--- src/rtl/tug_pkg.sv ---
// Shared types and helpers for the tug-of-war playfield.
// Default-build CENTER/MATCH_PT live here; instances derive their own via the helper functions.
package tug_pkg;

    typedef enum logic [1:0] {
        PLAY   = 2'd0,
        HOLD_L = 2'd1,
        HOLD_R = 2'd2,
        MATCH  = 2'd3
    } tug_state_t;

    localparam int N_LEDS_DEF  = 10;
    localparam int SCORE_W_DEF = 3;
    localparam int CENTER      = N_LEDS_DEF / 2;
    localparam int MATCH_PT    = (1 << SCORE_W_DEF) - 1;

    function automatic int center_of(input int n);
        return n / 2;
    endfunction

    function automatic int match_pt_of(input int w);
        return (1 << w) - 1;
    endfunction

    // One-hot of pos, masked to an n-position bar (n <= 32).
    function automatic logic [31:0] onehot(input logic [4:0] pos, input int n);
        logic [31:0] v;
        v = 32'd1 << pos;
        if (n < 32) begin
            v = v & ((32'd1 << n) - 32'd1);
        end else begin
            v = v;
        end
        return v;
    endfunction

endpackage

--- src/rtl/tug_playfield_if.sv ---
// Player pulses in, display/score/match status out.
interface tug_playfield_if #(
    parameter int N_LEDS  = 10,
    parameter int SCORE_W = 3
) ();
    logic               Rin;
    logic               Lin;
    logic               serve;
    logic [N_LEDS-1:0]  LED;
    logic [SCORE_W-1:0] l_score;
    logic [SCORE_W-1:0] r_score;
    logic               match_over;
    logic               winner;

    modport master (
        output Rin, Lin, serve,
        input  LED, l_score, r_score, match_over, winner
    );

    modport slave (
        input  Rin, Lin, serve,
        output LED, l_score, r_score, match_over, winner
    );
endinterface

--- src/rtl/tug_score_ctr.sv ---
// Saturating per-player score counter; will_win flags the point that reaches match point.
module tug_score_ctr
    import tug_pkg::*;
#(
    parameter int SCORE_W = 3
) (
    input  logic               clk,
    input  logic               reset,
    input  logic               inc,
    input  logic               clr,
    output logic [SCORE_W-1:0] count,
    output logic               will_win
);
    localparam logic [SCORE_W-1:0] TOP  = SCORE_W'(match_pt_of(SCORE_W));
    localparam logic [SCORE_W-1:0] NEAR = SCORE_W'(match_pt_of(SCORE_W) - 1);

    // Score register: clear beats increment, and it never wraps past match point.
    always_ff @(posedge clk or posedge reset) begin
        if (reset) begin
            count <= '0;
        end else if (clr) begin
            count <= '0;
        end else if (inc && (count != TOP)) begin
            count <= count + SCORE_W'(1);
        end else begin
            count <= count;
        end
    end

    assign will_win = inc && (count == NEAR);

endmodule

--- src/rtl/tug_playfield.sv ---
// Tug-of-war playfield: light position, point detection, hold/serve and match control.
// LED is decoded from next-state/next-pos so display tracks state with no extra latency.
module tug_playfield
    import tug_pkg::*;
#(
    parameter int N_LEDS  = 10,
    parameter int SCORE_W = 3
) (
    input  logic           clk,
    input  logic           reset,
    tug_playfield_if.slave bus
);
    localparam int PW = $clog2(N_LEDS);
    localparam logic [PW-1:0]     POS_CENTER = PW'(center_of(N_LEDS));
    localparam logic [PW-1:0]     POS_LAST   = PW'(N_LEDS - 1);
    localparam logic [N_LEDS-1:0] LOW_HALF   = {{(N_LEDS/2){1'b0}}, {(N_LEDS/2){1'b1}}};
    localparam logic [N_LEDS-1:0] LED_RESET  = {{(N_LEDS-1){1'b0}}, 1'b1} << POS_CENTER;

    tug_state_t        state_r, next_state;
    logic [PW-1:0]     pos_r, next_pos;
    logic              winner_r, next_winner;
    logic              match_over_r;
    logic [N_LEDS-1:0] led_r, next_led;
    logic              inc_l, inc_r, clr_scores;
    logic              l_will_win, r_will_win;

    tug_score_ctr #(.SCORE_W(SCORE_W)) u_l_score (
        .clk      (clk),
        .reset    (reset),
        .inc      (inc_l),
        .clr      (clr_scores),
        .count    (bus.l_score),
        .will_win (l_will_win)
    );

    tug_score_ctr #(.SCORE_W(SCORE_W)) u_r_score (
        .clk      (clk),
        .reset    (reset),
        .inc      (inc_r),
        .clr      (clr_scores),
        .count    (bus.r_score),
        .will_win (r_will_win)
    );

    // Next-state, next-position, scoring strobes and winner selection.
    always_comb begin
        next_state  = state_r;
        next_pos    = pos_r;
        next_winner = winner_r;
        inc_l       = 1'b0;
        inc_r       = 1'b0;
        clr_scores  = 1'b0;
        case (state_r)
            PLAY: begin
                if (bus.Rin && !bus.Lin) begin
                    if (pos_r == '0) begin
                        inc_r = 1'b1;
                        if (r_will_win) begin
                            next_state  = MATCH;
                            next_winner = 1'b1;
                        end else begin
                            next_state = HOLD_R;
                        end
                    end else begin
                        next_pos = pos_r - PW'(1);
                    end
                end else if (bus.Lin && !bus.Rin) begin
                    if (pos_r == POS_LAST) begin
                        inc_l = 1'b1;
                        if (l_will_win) begin
                            next_state  = MATCH;
                            next_winner = 1'b0;
                        end else begin
                            next_state = HOLD_L;
                        end
                    end else begin
                        next_pos = pos_r + PW'(1);
                    end
                end else begin
                    next_pos = pos_r;
                end
            end
            HOLD_L, HOLD_R: begin
                if (bus.serve) begin
                    next_state = PLAY;
                    next_pos   = POS_CENTER;
                end else begin
                    next_state = state_r;
                end
            end
            MATCH: begin
                if (bus.serve) begin
                    next_state  = PLAY;
                    next_pos    = POS_CENTER;
                    next_winner = 1'b0;
                    clr_scores  = 1'b1;
                end else begin
                    next_state = MATCH;
                end
            end
            default: begin
                next_state = PLAY;
                next_pos   = POS_CENTER;
            end
        endcase
    end

    // Display pattern for the state being entered.
    always_comb begin
        next_led = N_LEDS'(onehot(5'(next_pos), N_LEDS));
        case (next_state)
            PLAY:    next_led = N_LEDS'(onehot(5'(next_pos), N_LEDS));
            HOLD_R:  next_led = LOW_HALF;
            HOLD_L:  next_led = ~LOW_HALF;
            MATCH:   next_led = '1;
            default: next_led = LED_RESET;
        endcase
    end

    // State, position and registered outputs.
    always_ff @(posedge clk or posedge reset) begin
        if (reset) begin
            state_r      <= PLAY;
            pos_r        <= POS_CENTER;
            winner_r     <= 1'b0;
            match_over_r <= 1'b0;
            led_r        <= LED_RESET;
        end else begin
            state_r      <= next_state;
            pos_r        <= next_pos;
            winner_r     <= next_winner;
            match_over_r <= (next_state == MATCH);
            led_r        <= next_led;
        end
    end

    assign bus.LED        = led_r;
    assign bus.winner     = winner_r;
    assign bus.match_over = match_over_r;

endmodule

--- src/flat_wrapper.sv ---
// flat-port wrapper written by rule: the top's interface ports become plain ports
module tug_playfield_flat import tug_pkg::*;
#(
    parameter int N_LEDS  = 10,
    parameter int SCORE_W = 3
)
  (clk, reset, bus_Rin, bus_Lin, bus_serve, bus_LED, bus_l_score, bus_r_score, bus_match_over, bus_winner);
  tug_playfield_if #(.N_LEDS(N_LEDS), .SCORE_W(SCORE_W)) bus_i ();
  input  logic clk;
  input  logic reset;
  input wire logic [$bits(bus_i.Rin)-1:0] bus_Rin;
  input wire logic [$bits(bus_i.Lin)-1:0] bus_Lin;
  input wire logic [$bits(bus_i.serve)-1:0] bus_serve;
  output wire logic [$bits(bus_i.LED)-1:0] bus_LED;
  output wire logic [$bits(bus_i.l_score)-1:0] bus_l_score;
  output wire logic [$bits(bus_i.r_score)-1:0] bus_r_score;
  output wire logic [$bits(bus_i.match_over)-1:0] bus_match_over;
  output wire logic [$bits(bus_i.winner)-1:0] bus_winner;
  assign bus_i.Rin = bus_Rin;
  assign bus_i.Lin = bus_Lin;
  assign bus_i.serve = bus_serve;
  assign bus_LED = bus_i.LED;
  assign bus_l_score = bus_i.l_score;
  assign bus_r_score = bus_i.r_score;
  assign bus_match_over = bus_i.match_over;
  assign bus_winner = bus_i.winner;
  tug_playfield #(.N_LEDS(N_LEDS), .SCORE_W(SCORE_W)) u_core (.clk(clk), .reset(reset), .bus(bus_i));
endmodule
--- config.mk ---
export PLATFORM = sky130hd
export DESIGN_NAME = tug_playfield_flat
export DESIGN_NICKNAME = d
export VERILOG_FILES = /design/src/rtl/tug_pkg.sv /design/src/rtl/tug_playfield_if.sv /design/src/rtl/tug_score_ctr.sv /design/src/rtl/tug_playfield.sv /design/src/flat_wrapper.sv
export SDC_FILE = /design/constraint.sdc
export NUM_CORES = 1
export LEC_CHECK = 0
export BUFFER_PORTS_ARGS = -buffer_cell sky130_fd_sc_hd__buf_4
export CAP_MARGIN = 30
export CORE_ASPECT_RATIO = 0.8
export CORE_MARGIN = 1.5
export CORE_UTILIZATION = 40
export DETAILED_ROUTE_END_ITERATION = 10
export PLACE_DENSITY = 0.7
export SYNTH_ARGS = -nofsm -noshare
export SYNTH_HDL_FRONTEND = slang
export SYNTH_SLANG_ARGS = --single-unit
export TNS_END_PERCENT = 20
--- constraint.sdc ---
create_clock -name clk -period 2.7 [get_ports clk]
set_clock_uncertainty 0.2 [all_clocks]
set_input_delay 0.405 -clock clk [delete_from_list [all_inputs] [get_ports clk]]
set_output_delay 0.405 -clock clk [all_outputs]
set_load 0.01 [all_outputs]
---- Word level (Yosys, flattened, before mapping) ----
Cells that the tools add are included.
operators by class
  add/sub/neg operators ................... 4
  multiply operators ...................... 0
  div/mod/pow operators ................... 0
  magnitude comparators ................... 0
  equality and inequality tests ........... 17
  shifts and indexed selects .............. 1
  multiplexer cells ....................... 37
  bitwise operators ....................... 0
  reduce and logical (&&, ||, !) cells .... 17
operator list
  cell                    count
  $pmux W10 S4            1
  $mux W4                 5
  $mux W1                 17
  $mux W2                 7
  $mux W3                 4
  $shl A1 B4 Y10 const A  1
  $ne A3 B1 Y1 const B    3
  $ne A3 B3 Y1 const B    3
  $eq A2 B2 Y1 const B    4
  $pmux W4 S2             1
  $reduce_and A7 Y1       1
  $add A3 B1 Y3 const B   2
  $eq A3 B3 Y1 const B    2
  $logic_and A1 B1 Y1     6
  $pmux W2 S3             1
  $reduce_bool A2 Y1      3
  $add A4 B1 Y4 const B   1
  $eq A2 B1 Y1 const B    2
  $eq A4 B4 Y1 const B    1
  $logic_not A2 Y1        2
  $logic_not A4 Y1        1
  $sub A4 B1 Y4 const B   1
  $ne A3 B2 Y1 const B    1
  $reduce_or A3 Y1        1
  4 further kinds         5
storage, ports and cells
  bits in registers ....................... 24
  latch bits .............................. 0
  bits in writable memories ............... 0
  ROM bits ................................ 0
  input port bits ......................... 5
  output and inout port bits .............. 18
  memories ................................ 0

---- Longest topological paths before layout ----
Gate-level depths: netlist of the first run.
  depth after elaboration ................. 13
  gate-level depth with buffers ........... 9

---- Hierarchy ----
A second synthesis of the first run with hierarchy kept.
unflattened totals
  cell total of the unflattened synthesis .. 154
  area total of the unflattened synthesis .. 1,660.3 um2
by module, submodules not included
  module         instances  cells each  area an instance (um2)
  tug_playfield  1          116         1,232.4
  tug_score_ctr  2          19          214.0

---- Worst setup path before layout of the first run ----
No wires, ideal clock.
  path kind ............................... reg2reg
  from .................................... register u_core.pos_r[0]
  to ...................................... register u_core.led_r[6] (netlist: u_core.bus.LED[6])
  setup time .............................. 0.104 ns
  data arrival time ....................... 2.032 ns
  data required time ...................... 2.396 ns
  setup slack ............................. 0.365 ns
  cell stages (with the launch flop) ...... 8
  buffers on the path ..................... 0
  cell sequence ........................... dfstp_2 inv_1 ha_1 or3b_4 nand3_1 a311oi_4 inv_2 o41ai_2
between the ends
  word-level cells in the longest chain between the ends .. 13
  elaborated cells between the ends (all ways) .. 32
  those cells by class .................... add/sub: 2; eq/ne: 4; shift: 1; mux: 21; reduce/logical: 4
ends and longest elaborated chain
  element                                     line                  text
  start, declared                             tug_playfield.sv:20   logic [PW-1:0] pos_r, next_pos;
  start signal, assigned                      tug_playfield.sv:130  pos_r <= next_pos;
  $eq A4 B4 Y1                                tug_playfield.sv:68   if (pos_r == POS_LAST) begin
  $mux W1                                     tug_playfield.sv:68
  $mux W1                                     tug_playfield.sv:67   end else if (bus.Lin && !bus.Rin) begin
  $mux W1                                     tug_playfield.sv:55   if (bus.Rin && !bus.Lin) begin
  $mux W1                                     tug_playfield.sv:53   case (state_r)
  $logic_and A1 B1 Y1                         tug_score_ctr.sv:30   assign will_win = inc && (count == NEAR);
  $mux W2                                     tug_playfield.sv:70   if (l_will_win) begin
  $mux W2                                     tug_playfield.sv:68
  $mux W2                                     tug_playfield.sv:67
  $mux W2 (*)                                 tug_playfield.sv:55
  $pmux W2 S3 (*)                             tug_playfield.sv:53
  named net u_core.next_state[1]              tug_playfield.sv:19   tug_state_t state_r, next_state;
  $eq A2 B2 Y1, or another cell as far along  tug_playfield.sv:111  case (next_state)
  $pmux W10 S4 (*)                            tug_playfield.sv:111
  named net u_core.next_led[6]                tug_playfield.sv:23   logic [N_LEDS-1:0] led_r, next_led;
  end signal, assigned                        tug_playfield.sv:133  led_r <= next_led;
  end, declared                               tug_playfield.sv:23
Mark *: on every way through the listed nets, which the timed path passes. The rest lies on a longest branch.
A chain may end at the register's enable or synchronous reset.

---- Final worst setup path of the first run ----
  from .................................... register u_core.pos_r[0]
  to ...................................... register u_core.led_r[3] (netlist: u_core.bus.LED[3])
between the ends
  word-level cells in the longest chain between the ends .. 13
  elaborated cells between the ends (all ways) .. 32
  those cells by class .................... add/sub: 2; eq/ne: 4; shift: 1; mux: 21; reduce/logical: 4
ends and longest elaborated chain
  element                                     line
  $eq A4 B4 Y1                                tug_playfield.sv:68
  $mux W1                                     tug_playfield.sv:68
  $mux W1                                     tug_playfield.sv:67
  $mux W1                                     tug_playfield.sv:55
  $mux W1                                     tug_playfield.sv:53
  $logic_and A1 B1 Y1                         tug_score_ctr.sv:30
  $mux W2                                     tug_playfield.sv:70
  $mux W2                                     tug_playfield.sv:68
  $mux W2                                     tug_playfield.sv:67
  $mux W2                                     tug_playfield.sv:55
  $pmux W2 S3                                 tug_playfield.sv:53
  $eq A2 B2 Y1, or another cell as far along  tug_playfield.sv:111
  $pmux W10 S4 (*)                            tug_playfield.sv:111
  named net u_core.next_led[3]                tug_playfield.sv:23
Marks and branches as above.

==> impl_metrics.toml, run 1 <==
[synthesis]
synth_warnings = 0
ys_seq_area_share_pct = 39.9
synth.net_count = 167
synth_edf_count = 0
synth.most_common_cell = "dfrtp_1"
ys_types = 47
synth.area.top_cells = "dfrtp_1, ha_1, dfstp_2"
syn_area_per_cell_um2 = 10.1
yosys_most_used_dff = "dfrtp_1"
synth_common_cells = "dfrtp_1, inv_1, ha_1"
synth-seq-cells = 24
synth_top_area_cell = "dfrtp_1"
async_flop_share_pct = 100
syn_inst = 150
synthDominantCellAreaShare_pct = 34.7
syn-cell-area_um2 = 1510

[setup_path]
critPathTopFamily = "compound AO/OA/AOI/OAI gates"
worstPathArrival_ns = 2.61
cp_max_fo = 9
critical_path_class = "reg -> reg"
cp_slowest_cell = "dfstp_2"
crit_chain = "inv_1 > ha_1 > nor3b_1 > and3_1 > o211ai_2 > nand3_1 > o41ai_1"
worstSetupStartpointType = "register"
crit_required_ns = 2.65
critPathMaxStageDelay_ns = 0.63
path_buf_inv = 1
end_kind = "register"

[timing]
finalMaxSlewViolations = 0
max_slew.worst_pin.slew_ns = 0.862
setup_slack_ns = 0.0315
setup_viol = 0
finalCritPeriodShare_pct = 98.8
finalSetupTns_ns = 0
finalCriticalPeriod_ns = 2.67
fin_hold_ws_ns = 0.117
fmax_ghz = 0.375
hold_viol = 0
max-slew-margin-rel_pct = 42.5

[routing]
first_pass_iters = 6
drc = 0
dr.max_layer_used = "met4"
ant_nets = 0
drt_wl_total_um = 3440
dr_wl_met2_um = 1610
dr_total_vias = 1260
via_per_inst = 5.73
routedWlPerCell_um = 15.7
drtIter0Drc = 81
wl_met3_um = 154
drt-met1-wl_um = 1610

[hold_path]
hold_class = "in -> async"

[power_and_ir_drop]
p_per_area_nw_per_um2 = 1230
leakagePower_uw = 0.000904
switching_share_pct = 43.9
seqPwrFrac_pct = 29.1
power_frac_comb_pct = 60.2
p_switching_uw = 986
p_int_uw = 1260
ir_drop_mv = 0.585
clkPwrFrac_pct = 10.7

[layout]
drive_above_1_share_pct = 28.7
fin_area_um2 = 1830
fin_nets = 196
insertedDiodeCount = 0
synthToLayoutAreaGrowth_pct = 20.6

[clock_tree]
root_buffer = "clkbuf_8"
cts_made_buffers = 3
clock_latency_ns = 0.26
clock_path_buffers = 2
cts_htree_levels = 1
clkTransAtPathRegs_ns = 0.08
cts.sinks = 24
tritoncts = "done"
ctsHoldBuffers = 0

[floorplan]
pin_count = 23
start_util_pct = 43.0
core_um2 = 3520
rows = 19
dieArea_um2 = 4170
die_height_um = 58.0
die_w_um = 71.8

[status]
status = "complete, no violations"

[flow_run]
drv_cap = 0

[global_route]
grt_pass1_vias = 1095
antenna_found_initial = 0
grt_remaining_overflow = 0
grt.total_usage_pct = 16.2
grt_pass1_wl_um = 5240
grt_max_degree = 25

[place]
io_buffers = 22
dp_hpwl_um = 2450
placed_cell_area_um2 = 1730
gp_congestion = 0.868
dp_slack_ns = 0.101
[logic make-up after synthesis]
family	Yosys count	share of synthesized area [%]
AO/OA/AOI/OAI	37	22.4
XOR/XNOR	2	1.16
adder cells (fa/ha/maj)	12	9.92
buffers and inverters	22	6.61
flip-flops	24	39.9
multiplexers	4	2.64
AND/OR/NAND/NOR	49	17.4
[metal layers]
layer / up-vias / track usage, %
li1: 602 / -
met1: 609 / 24.6
met2: 43 / 23.5
met3: 6 / 1.57
met4: 0 / 7.28
met5: - / 0
[cell type report]
| cell class | count | area [µm²] |
|---|---|---|
| sequential | 24 | 604 |
| tap | 42 | 52.6 |
| timing repair buffer | 31 | 233 |
| fill | 311 | 1690 |
| clock buffer | 4 | 55.1 |
| multi-input combinational | 104 | 825 |
| inverter | 15 | 56.3 |
[cell usage in the layout, fill, tap and decap left out, drive strengths merged, types with 3 or more instances in the layout]
cell type,count
buf,31
dfrtp,21
inv,15
ha,12
nor2,11
nand3,8
o41ai,7
nand2,6
nand2b,5
a21oi,5
nor3,4
mux2i,4
clkbuf,4
and2,3
nor2b,3
o31ai,3
dfstp,3
[final timing paths]
| kind | cells past startpoint | start | slack (ns) | end |
|---|---|---|---|---|
| worst max-delay path | 7 | u_core.pos_r[0] | 0.03 | u_core.bus.LED[3] |
| worst min-delay path | 2 | reset | 0.12 | u_core.u_r_score.count[1] |
| worst max register to register | 7 | u_core.pos_r[0] | 0.03 | u_core.bus.LED[3] |
| worst min register to register | 1 | u_core.bus.winner | 0.29 | u_core.bus.winner |
| max in group asynchronous | 2 | reset | 1.65 | u_core.pos_r[1] |
| min in group clk | 1 | u_core.bus.winner | 0.29 | u_core.bus.winner |
[worst reg2reg max path, delay by kind of cell (launching register included)]
kind | cells | cell delay (ns)
buf+inv | 1 | 0.07
flops | 1 | 0.63
fa+ha+maj | 1 | 0.25
simple gates | 3 | 0.67
compound gates | 2 | 0.73
[state kept, by name, indices dropped and copies added (netlist names)]
| register | flops |
|---|---|
| u_core.u_l_score.count | 3 |
| u_core.bus.LED | 10 |
| u_core.bus.match_over | 1 |
| u_core.state_r | 2 |
| u_core.bus.winner | 1 |
| u_core.u_r_score.count | 3 |
| u_core.pos_r | 4 |
[what timing repair did]
| item | 4_1_cts | 5_1_grt |
|---|---|---|
| setup buffers | 0 | 4 |
| gates resized for setup | 0 | 2 |
| endpoints found under the setup margin | 0 | 6 |
[per-stage QoR]
stage | util [%] | total power [µW] | instances
3_3_place_gp | 49.0 | 1840 | 212
5_1_grt | 51.9 | 2420 | 220
2_1_floorplan | - | 1470 | 150
6_report | 51.9 | 2250 | 220
4_1_cts | 50.6 | 2130 | 216
3_5_place_dp | 49.0 | 1880 | 212
[power by group through the flow]
stage          combinational, µW  clock [µW]  sequential (µW)
2_1_floorplan                796           0              675
3_3_place_gp                1190           0              647
3_5_place_dp                1220           0              657
4_1_cts                     1230         248              650
5_1_grt                     1480         267              670
6_report                    1350         240              653
Power figures use the tool's default switching activity.
==> inputs of run 2 (changes only) <==
Settings changed: ABC_AREA from default to 0, CORE_UTILIZATION 40 to 35, CTS_CLUSTER_SIZE from default to 12, PLACE_DENSITY 0.7 to 0.64.
==> run 2 against run 1 <==
  * Register-to-register slack improved by 0.15 ns
  * Sequential power up 0.8%
  * Power is 1.6% lower
  * Largest cell class unchanged
  * Highest routed layer unchanged
  * Critical path type unchanged
  * Die area grew 14%
  * Fmax up 5.9%
  * Core utilization is 8.1 points lower
  * Routed wire length fell by 2.5%
  * Setup slack gained 0.15 ns
  * Sequential share of layout area shrank 0.068 points
  * Critical endpoint is now u_core.bus.LED[1]
  * Largest power group unchanged
  * Global-route usage down 1.4 points
==> impl_metrics.toml, run 2 (synthesized netlist as in run 1, its figures left out) <==
[layout]
final_common_cell = "buf_4"
synthToLayoutAreaGrowth_pct = 20.8
most-common-layout-cells = "buf_4, dfrtp_1, inv_1"
multi_input_area_um2 = 823
drive_above_1_share_pct = 26.4
insertedDiodeCount = 0
largest_reg_flops = 10
fin_nets = 192
fill_cells = 401
seq_area_um2 = 604

[floorplan]
dieArea_um2 = 4730
die_w_um = 76.5
pin_count = 23
rows = 21
start_util_pct = 36.2
die_height_um = 61.8
core_um2 = 4180

[timing]
hold_viol = 0
finalSetupTns_ns = 0
finalMaxSlewViolations = 0
fmax_ghz = 0.397
setup_slack_ns = 0.181
finalCriticalPeriod_ns = 2.52
max-slew-margin-rel_pct = 41.5
rsz0062_at_grt = "false"
finalCritPeriodShare_pct = 93.3
max_slew.worst_pin.slew_ns = 0.877
setup_viol = 0
fin_hold_ws_ns = 0.119

[place]
dp_slack_ns = 0.160
gp_congestion = 0.871
io_buffers = 22
dp_hpwl_um = 2500

[routing]
drc = 0
drt_wl_total_um = 3360
first_pass_iters = 4
routedWlPerCell_um = 14.5
dr_total_vias = 1258
ant_nets = 0
drtIter0Drc = 106
via_per_inst = 5.45

[power_and_ir_drop]
clkPwrFrac_pct = 14.2
leakagePower_uw = 0.000886
p_per_area_nw_per_um2 = 1210
power_frac_comb_pct = 56.0
p_int_uw = 1270
ir_drop_mv = 0.528
switching_share_pct = 42.6
p_switching_uw = 941
p_total_uw = 2210
seqPwrFrac_pct = 29.8

[clock_tree]
cts_resized = 0
cts_setup_buffers = 0
ctsHoldBuffers = 0
clock_latency_ns = 0.27
root_buffer = "clkbuf_8"
cts.sinks = 24
tritoncts = "done"
cts_htree_levels = 1
clock_path_buffers = 2
clkTransAtPathRegs_ns = 0.08
cts_made_buffers = 3

[hold_path]
hold_class = "in -> async"

[setup_path]
worstPathArrival_ns = 2.47
critical_path_class = "reg -> reg"
critPathMaxStageDelay_ns = 0.43
path_buf_inv = 2
crit_required_ns = 2.65
cp_max_fo = 9
path_common_cell = "inv_1"
crit_chain = "inv_1 > ha_1 > or3b_4 > a221oi_1 > a21oi_1 > nand2_1 > inv_1 > o41ai_1"
critPathTopFamily = "compound AO/OA/AOI/OAI gates"
end_kind = "register"
worstSetupStartpointType = "register"
cp_slowest_cell = "or3b_4"

[global_route]
grt_max_degree = 25
grt_pass1_wl_um = 5530
grt_remaining_overflow = 0
grt_pass1_vias = 1205
grt.total_usage_pct = 14.9
antenna_found_initial = 0

[flow_run]
drv_cap = 0

[status]
status = "complete, no violations"
## run 2: through the flow
stage          instances  utilization, %  cell area [µm²]
2_1_floorplan        150               -             1510
3_3_place_gp         227            41.7             1740
3_5_place_dp         227            41.7             1740
4_1_cts              231            43.5             1820
5_1_grt              231            43.8             1830
6_report             231            43.8             1830
## run 2: worst paths after layout
check                                  start                        end  slack, ns  depth (start not counted)
setup / recovery             u_core.pos_r[0]          u_core.bus.LED[1]       0.18                          8
max in group asynchronous              reset            u_core.pos_r[1]       1.64                          2
setup reg to reg             u_core.pos_r[0]          u_core.bus.LED[1]       0.18                          8
hold / removal                         reset  u_core.u_r_score.count[0]       0.12                          2
min in group clk           u_core.bus.winner          u_core.bus.winner       0.32                          1
hold reg to reg            u_core.bus.winner          u_core.bus.winner       0.32                          1
## run 2: power groups by stage
stage | clock (µW) | sequential [µW] | combinational, µW
5_1_grt | 334 | 679 | 1380
4_1_cts | 320 | 653 | 1230
6_report | 313 | 658 | 1240
3_5_place_dp | 0 | 660 | 1220
2_1_floorplan | 0 | 675 | 796
3_3_place_gp | 0 | 648 | 1200
## run 2: layer usage
layer	wire, µm	share of wire, %	global-route usage, %
met1	1640	49	20.8
met2	1510	45	23.5
met3	152	4.5	2.19
met4	51	1.5	6.61
met5	0	0	0
## run 2: area by class of cell
type | instances | share of cell area [%]
clock buffers | 3 | 2.26
clock inverters | 1 | 1.64
inverters | 15 | 3.08
multi-input cells | 104 | 45.0
flip-flops and latches | 24 | 33.0
well taps | 57 | 3.90
repair buffers | 27 | 11.1
